--- config.mk ---
export PLATFORM = sky130hd
export DESIGN_NAME = ws2812_driver
export DESIGN_NICKNAME = d
export VERILOG_FILES = /design/src/rtl/ws2812_driver.sv
export SDC_FILE = /design/constraint.sdc
export NUM_CORES = 1
export LEC_CHECK = 0
export ABC_AREA = 1
export CAP_MARGIN = 30
export CORE_MARGIN = 5
export CORE_UTILIZATION = 30
export CTS_CLUSTER_DIAMETER = 150
export DETAILED_ROUTE_END_ITERATION = 16
export GPL_TIMING_DRIVEN = 0
export PLACE_DENSITY = 0.45
export SKIP_CTS_REPAIR_TIMING = 1
export SYNTH_ARGS = -nofsm -noshare
export SYNTH_HDL_FRONTEND = slang
export SYNTH_SLANG_ARGS = --single-unit
export TNS_END_PERCENT = 20
--- constraint.sdc ---
create_clock -name clk -period 2.27 [get_ports clk]
set_input_delay 0.681 -clock clk [delete_from_list [all_inputs] [get_ports clk]]
set_output_delay 0.681 -clock clk [all_outputs]
set_load 0.1 [all_outputs]
--- src/rtl/ws2812_driver.sv ---
`timescale 1ns/1ps
// ws2812_driver: single-wire NRZ serial output for a chain of WS2812-style LEDs, all showing one colour.
// Latency: outputs are registered decodes of the FSM state, so dout first rises 2 cycles after enable is seen in IDLE.
// Backpressure: none; enable is only sampled in IDLE, and a started frame always runs through LATCH.
// Optional macro WS2812_REFRESH_ON_CHANGE_EN: only start a frame when the colour differs from the last frame sent.
module ws2812_driver #(
   parameter int T0H      = 4,
   parameter int T1H      = 8,
   parameter int T_BIT    = 15,
   parameter int T_RESET  = 960,
   parameter int NUM_LEDS = 1
) (
   input  logic       clk,
   input  logic       reset,
   input  logic [7:0] level_r,
   input  logic [7:0] level_g,
   input  logic [7:0] level_b,
   input  logic       enable,
   output logic       dout,
   output logic       busy,
   output logic       frame_done
);

   // One timing counter serves both the bit phases and the latch period.
   localparam int TMAX = (T_RESET > T_BIT) ? T_RESET : T_BIT;
   localparam int TW   = (TMAX > 1) ? $clog2(TMAX) : 1;
   localparam int LW   = (NUM_LEDS > 1) ? $clog2(NUM_LEDS) : 1;

   localparam logic [TW-1:0] HI0_LAST = TW'(T0H - 1);
   localparam logic [TW-1:0] HI1_LAST = TW'(T1H - 1);
   localparam logic [TW-1:0] LO0_LAST = TW'(T_BIT - T0H - 1);
   localparam logic [TW-1:0] LO1_LAST = TW'(T_BIT - T1H - 1);
   localparam logic [TW-1:0] LAT_LAST = TW'(T_RESET - 1);
   localparam logic [LW-1:0] LED_LAST = LW'(NUM_LEDS - 1);

   generate
      if (!(T0H > 0 && T0H < T1H && T1H < T_BIT && T_RESET >= 1 && NUM_LEDS >= 1)) begin : g_bad_params
         $error("ws2812_driver: illegal timing or chain-length parameters");
      end
   endgenerate

   typedef enum logic [2:0] {
      IDLE,
      LOAD,
      BIT_HIGH,
      BIT_LOW,
      LATCH
   } state_t;

   state_t          state;
   logic [23:0]     shadow;     // bits still to send for the current LED, MSB goes out next
   logic [23:0]     frame_word; // colour snapshot taken at LOAD, reused for every LED
   logic [4:0]      bit_cnt;
   logic [LW-1:0]   led_cnt;
   logic [TW-1:0]   tcnt;
   logic [23:0]     live_word;
   logic            start;

   assign live_word = {level_g, level_r, level_b};

`ifdef WS2812_REFRESH_ON_CHANGE_EN
   logic [23:0] sent_word;
   logic        sent;

   assign start = enable && (!sent || (live_word != sent_word));

   // Remember the colour committed at LOAD so an unchanged colour does not retrigger.
   always_ff @(posedge clk or posedge reset) begin
      if (reset) begin
         sent_word <= '0;
         sent      <= 1'b0;
      end else if (state == LOAD) begin
         sent_word <= live_word;
         sent      <= 1'b1;
      end
   end
`else
   assign start = enable;
`endif

   // Frame sequencer; outputs are registered from the current state, one cycle behind it.
   always_ff @(posedge clk or posedge reset) begin
      if (reset) begin
         state      <= IDLE;
         shadow     <= '0;
         frame_word <= '0;
         bit_cnt    <= '0;
         led_cnt    <= '0;
         tcnt       <= '0;
         dout       <= 1'b0;
         busy       <= 1'b0;
         frame_done <= 1'b0;
      end else begin
         dout       <= (state == BIT_HIGH);
         busy       <= (state != IDLE);
         frame_done <= (state == LATCH) && (tcnt == '0);

         case (state)
            IDLE: begin
               if (start) begin
                  state <= LOAD;
               end
            end

            LOAD: begin
               shadow     <= live_word;
               frame_word <= live_word;
               bit_cnt    <= 5'd23;
               led_cnt    <= LED_LAST;
               tcnt       <= live_word[23] ? HI1_LAST : HI0_LAST;
               state      <= BIT_HIGH;
            end

            BIT_HIGH: begin
               if (tcnt == '0) begin
                  tcnt  <= shadow[23] ? LO1_LAST : LO0_LAST;
                  state <= BIT_LOW;
               end else begin
                  tcnt <= tcnt - TW'(1);
               end
            end

            BIT_LOW: begin
               if (tcnt != '0) begin
                  tcnt <= tcnt - TW'(1);
               end else if (bit_cnt != 5'd0) begin
                  // Next bit of the same LED.
                  shadow  <= {shadow[22:0], 1'b0};
                  bit_cnt <= bit_cnt - 5'd1;
                  tcnt    <= shadow[22] ? HI1_LAST : HI0_LAST;
                  state   <= BIT_HIGH;
               end else if (led_cnt != '0) begin
                  // Next LED: replay the snapshot, not the live inputs, with no gap.
                  shadow  <= frame_word;
                  bit_cnt <= 5'd23;
                  led_cnt <= led_cnt - LW'(1);
                  tcnt    <= frame_word[23] ? HI1_LAST : HI0_LAST;
                  state   <= BIT_HIGH;
               end else begin
                  tcnt  <= LAT_LAST;
                  state <= LATCH;
               end
            end

            LATCH: begin
               if (tcnt == '0) begin
                  state <= IDLE;
               end else begin
                  tcnt <= tcnt - TW'(1);
               end
            end

            default: begin
               state <= IDLE;
            end
         endcase
      end
   end

endmodule

==> results of run 1 <==
-- stage by stage --
step           setup TNS [ns]  utilization [%]  cells  hold slack, ns
2_1_floorplan               0                -    460           0.442
3_3_place_gp           -10.04             34.6    632           0.455
3_5_place_dp                0             34.8    633           0.460
4_1_cts                -0.592             37.1    646           0.474
5_1_grt                     0             37.2    646           0.494
6_report                    0             37.2    646           0.471
-- Yosys cell counts --
library cell / number / share of area [%]
a21oi_1: 17 / 2.5
a31oi_1: 2 / 0.36
buf_2: 11 / 1.6
buf_4: 1 / 0.22
clkbuf_1: 4 / 0.44
dfrtp_1: 68 / 49
ha_1: 4 / 1.5
inv_1: 42 / 4.6
inv_2: 4 / 0.44
nand2_1: 188 / 21
nand2_2: 1 / 0.18
nand2_4: 1 / 0.33
nand3_1: 24 / 3.5
nand4_1: 2 / 0.36
nor2_1: 20 / 2.2
nor2_4: 2 / 0.65
nor3_1: 4 / 0.58
nor3_2: 1 / 0.29
o211ai_1: 1 / 0.22
o21ai_0: 35 / 5.1
o21ai_1: 12 / 1.7
o21bai_1: 1 / 0.22
o22ai_1: 6 / 1.1
o31ai_1: 2 / 0.44
or2_2: 2 / 0.36
xnor2_1: 1 / 0.25
xor2_1: 4 / 1.0
-- routing by layer --
metal | vias up | GRT usage [%] | share of wire, %
met1 | 1402 | 20.0 | 50
met2 | 49 | 22.6 | 45
met5 | - | 0 | 0
met4 | 0 | 4.82 | 1.5
met3 | 10 | 3.55 | 3.3
li1 | 1539 | - | -
-- power by group through the flow --
stage / registers, mW / logic [mW] / clock network (mW)
after floorplan: 2.15 / 1.71 / 0
after global placement: 2.10 / 2.46 / 0
after detailed placement: 2.11 / 2.49 / 0
after CTS: 2.10 / 2.50 / 1.32
after global routing: 2.18 / 2.84 / 1.37
final: 2.10 / 2.44 / 1.29
-- cells in the final DEF (no fill, tap or decap), drive strengths merged, types with 6 or more instances in the layout --
master         count
a21oi             17
buf               13
clkbuf            15
clkdlybuf4s50     26
dfrtp             68
inv               45
nand2            190
nand3             24
nor2              22
o21ai             47
o22ai              6
-- cell families after synthesis --
group | share of synthesized area [%]
AOI/OAI and AO/OA | 11.6
xor gates and xnor gates | 1.27
adders and majority gates | 1.45
buffers and inverters | 7.27
DFF | 49.4
and+or+nand+nor | 28.9
-- flip-flops by register name, summed over array words and instances, names as in the netlist --
register,flops
bit_cnt,5
tcnt,10
dout,1
frame_done,1
shadow,24
frame_word,23
busy,1
state,3
-- how the worst min path moves through the flow --
stage	end	slack, ns	depth (start not counted)
3_3_place_gp	frame_word[19]	0.46	2
2_1_floorplan	frame_word[10]	0.44	2
4_1_cts	frame_word[19]	0.47	2
5_1_grt	frame_word[10]	0.49	2
3_5_place_dp	frame_word[19]	0.46	2
6_report	frame_word[12]	0.47	2
-- area by class of cell --
type	instances	area, um^2
clock inverter	2	12.5
fill	1233	7110
clock buffer	11	253
multi-input combinational	330	1490
inverter	46	176
tap	143	179
buffer	16	77.6
sequential	68	1700
timing repair buffer	30	318
-- tightest hold or removal path, delay by kind of cell (launching register included) --
family           cells  cell delay (ns)
DFF                  1             0.34
and+or+nand+nor      2             0.10
==> impl_results.rst, run 1 <==
.. list-table::
   :header-rows: 1

   * - Metric
     - Value
   * - Status
     - finished, final reports clean
   * - Buffering stage count on the worst path with inverters included
     - 1
   * - Worst setup path startpoint
     - dout
   * - Final #Nets
     - 532
   * - Total routed wirelength
     - 8.99 mm
   * - Core box area
     - 0.0113 mm^2
   * - Fmax achieved
     - 486 MHz
   * - Layout cell share with drive strength beyond 1
     - 7.55%
   * - Horiz. Die Dim
     - 117 um
   * - Antenna violations before repair
     - 0
   * - Sinks on the clock net
     - 68
   * - Cell area after placement
     - 0.00394 mm^2
   * - Relative max-transition margin
     - 35.7%
   * - Pin count of the biggest net entering global routing
     - 39
   * - Register bit total from synthesis
     - 68
   * - Total clock buffers created by CTS
     - 9
   * - Slew @ Worst Pin
     - 0.964 ns
   * - Slowest cell on crit path
     - dlymetal6s2s_1
   * - Critical hold path startpoint
     - frame_word[12]
   * - Yosys cell types
     - 27
   * - Vias
     - 3000
   * - Pins Over Slew Limit
     - 0
   * - Worst setup endpoint
     - dout
   * - Largest delay contributor family on the critical path
     - buffers and inverters
   * - Endpoint arrival time on the critical path
     - 1.38 ns
   * - Vias per cell
     - 4.64
   * - Proportion of power drawn by the clock network
     - 22.1%
   * - Global-route wire length before repair
     - 15.4 mm
   * - Number of DRC markers in iteration 0
     - 167
   * - Leakage Power
     - 2.15 nW
   * - Cell-by-cell trace of the critical path
     - dlymetal6s2s_1
   * - Overall power after layout
     - 5.83 mW
   * - Stage delay of the slowest cell on the critical path
     - 0.73 ns
   * - Post-Syn Instances
     - 460
   * - Max-cap viol count
     - 0
   * - Final WS setup
     - 0.214 ns
   * - Class of the most critical setup path
     - register to output pin
   * - Final setup fails
     - 0
   * - Number of hold-slack violations in the final timing report
     - 0
   * - Post-Synthesis Mean Instance Area
     - 7.48 um^2
   * - Final worst-path cycle share
     - 90.6%
   * - I/O Buffers
     - 29
   * - Clock transition at path regs
     - 0.05 ns
   * - Power density relative to cell area
     - 1390 mW/mm^2
   * - Post-route DRC violation count
     - 0
   * - Later-pin clock latency in the skew report
     - 0.33 ns
   * - Detail-routed net length per standard cell
     - 13.9 um
   * - Setup repair after global routing missed its margin
     - false
   * - Floorplan die area
     - 0.0137 mm^2
   * - Post-route ant nets
     - 0
   * - Worst R2R End
     - shadow[4]
   * - Cell chosen for the clock root
     - clkbuf_16
   * - CP max FO
     - 1
   * - Kind of end point of the critical path
     - output pin
   * - # rows
     - 39
   * - Clock tree from TritonCTS
     - built
   * - Boundary pin count
     - 30
   * - Fin crit period
     - 2.06 ns
   * - Worst hold path type
     - register to register
   * - Setup Slack @ Placement
     - 0.155 ns
   * - Global routing usage summed across all routing layers
     - 14.6%
   * - Worst-case reg-to-reg path depth
     - 10
   * - Total nets after synthesis
     - 491
   * - Clock H-tree levels
     - 3
   * - Net switching power
     - 2.49 mW
   * - Synthesis Warnings
     - 0
   * - Source of the worst register-to-register timing path
     - state[2]
   * - Count of antenna diodes in the layout
     - 0
   * - Half-perimeter wire length after detailed placement
     - 6.26 mm
   * - Slack of the worst reg-to-reg path
     - 0.30 ns
   * - Instance count on the critical path
     - 1
   * - Number of global-route vias before repair
     - 3070
   * - Area growth syn-to-layout
     - 22.2%
   * - Share of total power in combinational logic
     - 41.9%
   * - Starting density of the core
     - 30.4%
   * - Worst setup SP type
     - register
   * - Sequential fraction of the synthesis area
     - 49.4%
   * - Die Y
     - 117 um
   * - Final Cell Area
     - 0.00421 mm^2
   * - Internal cell power
     - 3.34 mW
   * - Switching power share of the total
     - 42.7%
   * - Fraction of power consumed by sequential logic
     - 36.0%
   * - Post-route clock skew
     - 0.00500 ns
   * - Maximum buffer depth of the clock tree
     - 2
   * - Area of the mapped netlist
     - 0.00344 mm^2
   * - Data required time at the worst endpoint
     - 1.59 ns
   * - Max rail drop VDD
     - 0.543 mV
   * - Initial DRT Pass Iterations
     - 4
   * - Residual overflow from global routing
     - 0
   * - Routability cong.
     - 0.758
Note: power is estimated with default switching activity, not from simulation.
==> run 2: changes to the inputs <==
- clock period: 2.27 -> 1.75 ns (I/O delays scaled with it)
==> impl_results.rst, run 2 (synthesis gave the netlist of run 1 again) <==
.. list-table::
   :header-rows: 1

   * - Metric
     - Value
   * - Final #Nets
     - 545 (+2.4%)
   * - Number of global-route vias before repair
     - 3070 (unchanged)
   * - Max rail drop VDD
     - 0.725 mV (+34%)
   * - Routability cong.
     - 0.758 (unchanged)
   * - Kind of end point of the critical path
     - register
   * - Cell area after placement
     - 0.00394 mm^2 (unchanged)
   * - Fmax achieved
     - 600 MHz
   * - Combined flip-flop and latch cell area
     - 0.00170 mm^2 (+0.15%)
   * - Endpoint arrival time on the critical path
     - 1.88 ns (+0.50 ns)
   * - Final Cell Area
     - 0.00445 mm^2 (+5.6%)
   * - Die Y
     - 117 um (unchanged)
   * - Largest registers
     - shadow: 24 flops, frame_word: 23 flops, tcnt: 10 flops
   * - Data required time at the worst endpoint
     - 1.96 ns (+0.37 ns)
   * - Max-cap viol count
     - 0 (unchanged)
   * - Relative max-transition margin
     - 50.2% (+15 points)
   * - Slew @ Worst Pin
     - 0.745 ns (-0.218 ns)
   * - Floorplan die area
     - 0.0137 mm^2 (unchanged)
   * - Pins Over Slew Limit
     - 0 (unchanged)
   * - Global routing usage summed across all routing layers
     - 14.6% (unchanged)
   * - Footprint of the multi-input gates
     - 0.00161 mm^2 (+7.8%)
   * - Boundary pin count
     - 30 (unchanged)
   * - Clock transition at path regs
     - 0.06 ns (about the same)
   * - Residual overflow from global routing
     - 0 (unchanged)
   * - Maximum buffer depth of the clock tree
     - 2 (unchanged)
   * - Worst setup SP type
     - register
   * - Final worst-path cycle share
     - 95.2%
   * - Power density relative to cell area
     - 1810 mW/mm^2 (+31%)
   * - Pin count of the biggest net entering global routing
     - 39 (unchanged)
   * - Clock H-tree levels
     - 3 (unchanged)
   * - Total clock buffers created by CTS
     - 9 (unchanged)
   * - Final setup fails
     - 0 (unchanged)
   * - Half-perimeter wire length after detailed placement
     - 6.26 mm (unchanged)
   * - Later-pin clock latency in the skew report
     - 0.33 ns (about the same)
   * - Post-route ant nets
     - 0 (unchanged)
   * - Detail-routed net length per standard cell
     - 14.3 um (+3.0%)
   * - Cell chosen for the clock root
     - clkbuf_16
   * - Fin crit period
     - 1.67 ns
   * - Post-route DRC violation count
     - 0 (unchanged)
   * - Core box area
     - 0.0113 mm^2 (unchanged)
   * - Global-route wire length before repair
     - 15.4 mm (unchanged)
   * - Antenna violations before repair
     - 0 (unchanged)
   * - Number of filler instances in the final layout
     - 1214 (-1.5%)
   * - Final TNS setup
     - 0 ns (unchanged)
   * - Number of flip-flops under the largest register name
     - 24 (unchanged)
   * - CP max FO
     - 5 (+4)
   * - Vias
     - 3058 (+1.9%)
   * - Most common library cell in the layout ignoring fill and taps
     - nand2_1
   * - Post-route clock skew
     - 0.00602 ns (+0.00101 ns)
   * - Status
     - finished, final reports clean
   * - # rows
     - 39 (unchanged)
   * - Class of the most critical setup path
     - register to register
   * - Initial DRT Pass Iterations
     - 4 (unchanged)
   * - Leakage Power
     - 2.20 nW (+2.2%)
   * - Clock tree from TritonCTS
     - built
   * - Final hold slack
     - 0.471 ns (-0.0000360 ns)
   * - Post-route core utilization
     - 39.3% (+2.1 points)
   * - Top reg by flops
     - shadow
   * - Layout cell share with drive strength beyond 1
     - 15.9% (+8.3 points)
   * - Total routed wirelength
     - 9.44 mm (+5.1%)
   * - Worst hold path type
     - register to register
   * - Vias per cell
     - 4.64 (about the same)
   * - Most used cells in the layout excluding fill and tap cells
     - 183 x nand2_1, 66 x dfrtp_1, 36 x inv_1, 33 x o21ai_0, 26 x clkdlybuf4s50_1
   * - Number of hold-slack violations in the final timing report
     - 0 (unchanged)
   * - Number of DRC markers in iteration 0
     - 178 (+6.6%)
   * - Sinks on the clock net
     - 68 (unchanged)
   * - Horiz. Die Dim
     - 117 um (unchanged)
   * - Setup repair after global routing missed its margin
     - true
   * - I/O Buffers
     - 29 (unchanged)
   * - Count of antenna diodes in the layout
     - 0 (unchanged)
   * - Starting density of the core
     - 30.4% (unchanged)
   * - Area growth syn-to-layout
     - 29.2%
run 2: cell count changes in the layout (fill, tap and decap cells not counted), moves of 4 or more:
cell      before  now
buf_2         11    4
buf_4          1   14
buf_6          0    5
clkbuf_2       0    4
inv_1         41   36
nand2_1      188  183
nand2_4        1    5
nor2_1        20   14
nor2_2         0    5
run 2: worst paths after layout:
path,depth (start not counted),start,slack (ns),endpoint
worst min register to register,2,frame_word[12],0.47,frame_word[12]
min in group asynchronous,2,reset,0.67,frame_word[3]
worst max register to register,10,tcnt[0],0.08,bit_cnt[3]
max in group asynchronous,3,reset,0.43,state[2]
worst max-delay path,10,tcnt[0],0.08,bit_cnt[3]
worst min-delay path,2,frame_word[12],0.47,frame_word[12]
run 2: cell type report:
type	instances	area share (%)
clock inverter	2	0.281
buffer	15	2.42
clock buffer	11	5.69
multi-input combinational	331	36.1
timing repair buffer	43	8.92
inverter	46	4.19
sequential	68	38.3
tap	143	4.02
run 2: where the power goes:
part	internal (mW)	switching (mW)	leakage, nW
combinational	1.31	2.33	1.23
clock	1.01	0.664	0.129
sequential	2.29	0.460	0.837
run 2: layer usage:
layer	up-vias	global-route usage, %	share of wire, %
li1	1563	-	-
met2	45	22.6	47
met5	-	0	0
met4	0	4.82	1.4
met1	1440	20.0	49
met3	10	3.55	3.1
run 2: through the flow:
stage / setup slack, ns / power (mW) / cells
CTS: -0.569 / 7.68 / 646
detailed placement: -0.245 / 5.98 / 633
global placement: -0.515 / 5.92 / 632
global route: -0.0703 / 8.80 / 659
floorplan: 0.158 / 5.01 / 460
finish: 0.0846 / 8.06 / 659
run 2: critical path, stage by stage (launching register included):
cell and delay, ns:
dfrtp_1 0.41, inv_2 0.11, ha_4 0.14, inv_2 0.03, nor2_2 0.09, nand3_2 0.11, nand2_4 0.14, nand2_4 0.10
buf_4 0.15, nor3_1 0.18, nor3_2 0.07
==> run 3: changes to the inputs <==
- SKIP_LAST_GASP: not set -> 1
==> impl_results.rst, run 3 (synthesis gave the netlist of run 1 again) <==
.. list-table::
   :header-rows: 1

   * - Metric
     - Value
   * - Floorplan die area
     - 0.0137 mm^2 (unchanged)
   * - Global routing usage summed across all routing layers
     - 14.6% (unchanged)
   * - Worst setup SP type
     - register
   * - Net switching power
     - 3.44 mW (-0.37%)
   * - Post-route clock skew
     - 0.00685 ns (+0.000830 ns)
   * - Worst R2R End
     - tcnt[8]
   * - Starting density of the core
     - 30.4% (unchanged)
   * - Final setup fails
     - 0 (unchanged)
   * - Max rail drop VDD
     - 0.733 mV (+1.0%)
   * - Area growth syn-to-layout
     - 28.5%
   * - Most used cells in the layout excluding fill and tap cells
     - 183 x nand2_1, 66 x dfrtp_1, 36 x inv_1, 35 x o21ai_0, 26 x clkdlybuf4s50_1
   * - Cell chosen for the clock root
     - clkbuf_16
   * - Proportion of power drawn by the clock network
     - 20.9% (about the same)
   * - Vias per cell
     - 4.65 (+0.20%)
   * - Power density relative to cell area
     - 1810 mW/mm^2 (about the same)
   * - Cell seen most often among critical-path stages
     - nand2_1
   * - Worst-case reg-to-reg path depth
     - 12 (+2)
   * - Residual overflow from global routing
     - 0 (unchanged)
   * - Pin count of the biggest net entering global routing
     - 39 (unchanged)
   * - Stage delay of the slowest cell on the critical path
     - 0.41 ns (about the same)
   * - Boundary pin count
     - 30 (unchanged)
   * - Kind of end point of the critical path
     - register
   * - Hold endpoint
     - frame_word[19]
   * - Buffering stage count on the worst path with inverters included
     - 3 (unchanged)
   * - Leakage Power
     - 2.19 nW (-0.34%)
   * - Count of antenna diodes in the layout
     - 0 (unchanged)
   * - Relative max-transition margin
     - 49.9% (-0.29 points)
   * - Sinks on the clock net
     - 68 (unchanged)
   * - Worst hold path type
     - register to register
   * - Clock transition at path regs
     - 0.06 ns (about the same)
   * - Pins Over Slew Limit
     - 0 (unchanged)
   * - Number of global-route vias before repair
     - 3070 (unchanged)
   * - Global-route wire length before repair
     - 15.4 mm (unchanged)
   * - Core box area
     - 0.0113 mm^2 (unchanged)
   * - Data required time at the worst endpoint
     - 1.97 ns (about the same)
   * - Slew @ Worst Pin
     - 0.750 ns (+0.00432 ns)
   * - Most common library cell in the layout ignoring fill and taps
     - nand2_1
   * - Fraction of power consumed by sequential logic
     - 34.2% (about the same)
   * - Setup repair after global routing missed its margin
     - true
   * - Internal cell power
     - 4.58 mW (-0.56%)
   * - Clock H-tree levels
     - 3 (unchanged)
   * - Number of hold-slack violations in the final timing report
     - 0 (unchanged)
   * - Endpoint arrival time on the critical path
     - 1.89 ns (about the same)
   * - Clock tree from TritonCTS
     - built
   * - Share of total power in combinational logic
     - 44.9% (-0.2 points)
   * - Number of standard cells in the layout, taps in and fillers out
     - 659 (unchanged)
   * - Post-route ant nets
     - 0 (unchanged)
   * - Switching power share of the total
     - 42.9% (+0.047 points)
   * - Half-perimeter wire length after detailed placement
     - 6.26 mm (unchanged)
   * - Routability cong.
     - 0.758 (unchanged)
   * - CP max FO
     - 8 (+3)
   * - Antenna violations before repair
     - 0 (unchanged)
   * - Number of flip-flops under the largest register name
     - 24 (unchanged)
   * - Largest delay contributor family on the critical path
     - simple AND/OR/NAND/NOR gates
   * - Post-route DRC violation count
     - 0 (unchanged)
   * - Top reg by flops
     - shadow
   * - Critical hold path startpoint
     - frame_word[19]
   * - Cell-by-cell trace of the critical path
     - inv_2 > ha_4 > inv_2 > nor2_2 > nand3_2 > buf_6 > nand2_1 > nand3_2 > nand2_1 > nand2_1 > nand2_1 > nand2_1
   * - Later-pin clock latency in the skew report
     - 0.33 ns (about the same)
   * - Slowest cell on crit path
     - dfrtp_1
   * - # placed instances
     - 633 (unchanged)
   * - Die Y
     - 117 um (unchanged)
   * - Final worst-path cycle share
     - 95.9% (+0.69 points)
   * - Source of the worst register-to-register timing path
     - tcnt[0]
   * - Fin crit period
     - 1.68 ns (+0.0121 ns)
   * - Worst setup path startpoint
     - tcnt[0]
   * - Final TNS setup
     - 0 ns (unchanged)
   * - I/O Buffers
     - 29 (unchanged)
   * - Total routed wirelength
     - 9.42 mm (-0.23%)
   * - Fmax achieved
     - 596 MHz (-0.72%)
   * - Detail-routed net length per standard cell
     - 14.3 um (-0.23%)
   * - Status
     - finished, final reports clean
   * - Final #Nets
     - 545 (unchanged)
   * - Number of cells on the worst hold path
     - 2 (unchanged)
   * - Max-cap viol count
     - 0 (unchanged)
   * - Maximum buffer depth of the clock tree
     - 2 (unchanged)
   * - Class of the most critical setup path
     - register to register
   * - Largest registers
     - shadow: 24 flops, frame_word: 23 flops, tcnt: 10 flops
   * - Horiz. Die Dim
     - 117 um (unchanged)
   * - Layout cell share with drive strength beyond 1
     - 15.3% (-0.58 points)
   * - Vias
     - 3064 (+0.20%)
   * - Total clock buffers created by CTS
     - 9 (unchanged)
   * - Initial DRT Pass Iterations
     - 4 (unchanged)
   * - Slack of the worst reg-to-reg path
     - 0.07 ns (about the same)
   * - Number of DRC markers in iteration 0
     - 178 (unchanged)
   * - # rows
     - 39 (unchanged)
run 3: cell count changes in the layout (fill, tap and decap cells not counted), moves of 2 or more:
cell	change
o21ai_0	+2
o21ai_1	-2
nor2_1	+2
clkbuf_4	-2
nor2_2	-2
buf_2	+2
run 3: worst min-delay path, stage by stage, from the launching register on:
cell and delay, ns:
dfrtp_1 0.34, nand2_1 0.05, nand2_1 0.05
run 3: area by class of cell:
cell class / count / area (um^2)
Multi-Input combinational cell: 331 / 1590
Clock buffer: 11 / 253
Buffer: 15 / 103
Fill cell: 1217 / 6900
Timing Repair Buffer: 43 / 397
Sequential cell: 68 / 1700
Clock inverter: 2 / 12.5
Inverter: 46 / 186
Tap cell: 143 / 179
run 3: per-stage QoR:
stage | hold slack, ns | area (um^2) | worst slack [ns] | total power [mW] | util, %
floorplan | 0.442 | 3450 | 0.158 | 5.01 | -
global placement | 0.455 | 3920 | -0.515 | 5.92 | 34.6
detailed placement | 0.460 | 3940 | -0.245 | 5.98 | 34.8
CTS | 0.474 | 4200 | -0.569 | 7.68 | 37.1
global route | 0.494 | 4420 | -0.117 | 8.75 | 39.1
finish | 0.472 | 4420 | 0.0725 | 8.03 | 39.1
run 3: routing by layer:
metal  GRT usage, %  wire length (um)  vias up
met5              0                 0        -
met1           20.0              4610     1446
met4           4.82               133        0
met2           22.6              4370       43
met3           3.55               310       10
li1               -                 -     1565
run 3: power by group through the flow:
stage,clock (mW),combinational [mW],sequential [mW]
2_1_floorplan,0,2.22,2.79
3_3_place_gp,0,3.20,2.73
3_5_place_dp,0,3.24,2.74
4_1_cts,1.71,3.24,2.72
5_1_grt,1.78,4.12,2.85
6_report,1.68,3.60,2.75
run 3: how the worst max path moves through the flow:
stage                     endpoint  cells after the start
floorplan                  tcnt[2]                     12
global placement    frame_word[12]                      2
CTS                           dout                      1
detailed placement       shadow[4]                     10
finish                     tcnt[8]                     12
global route               tcnt[8]                     12
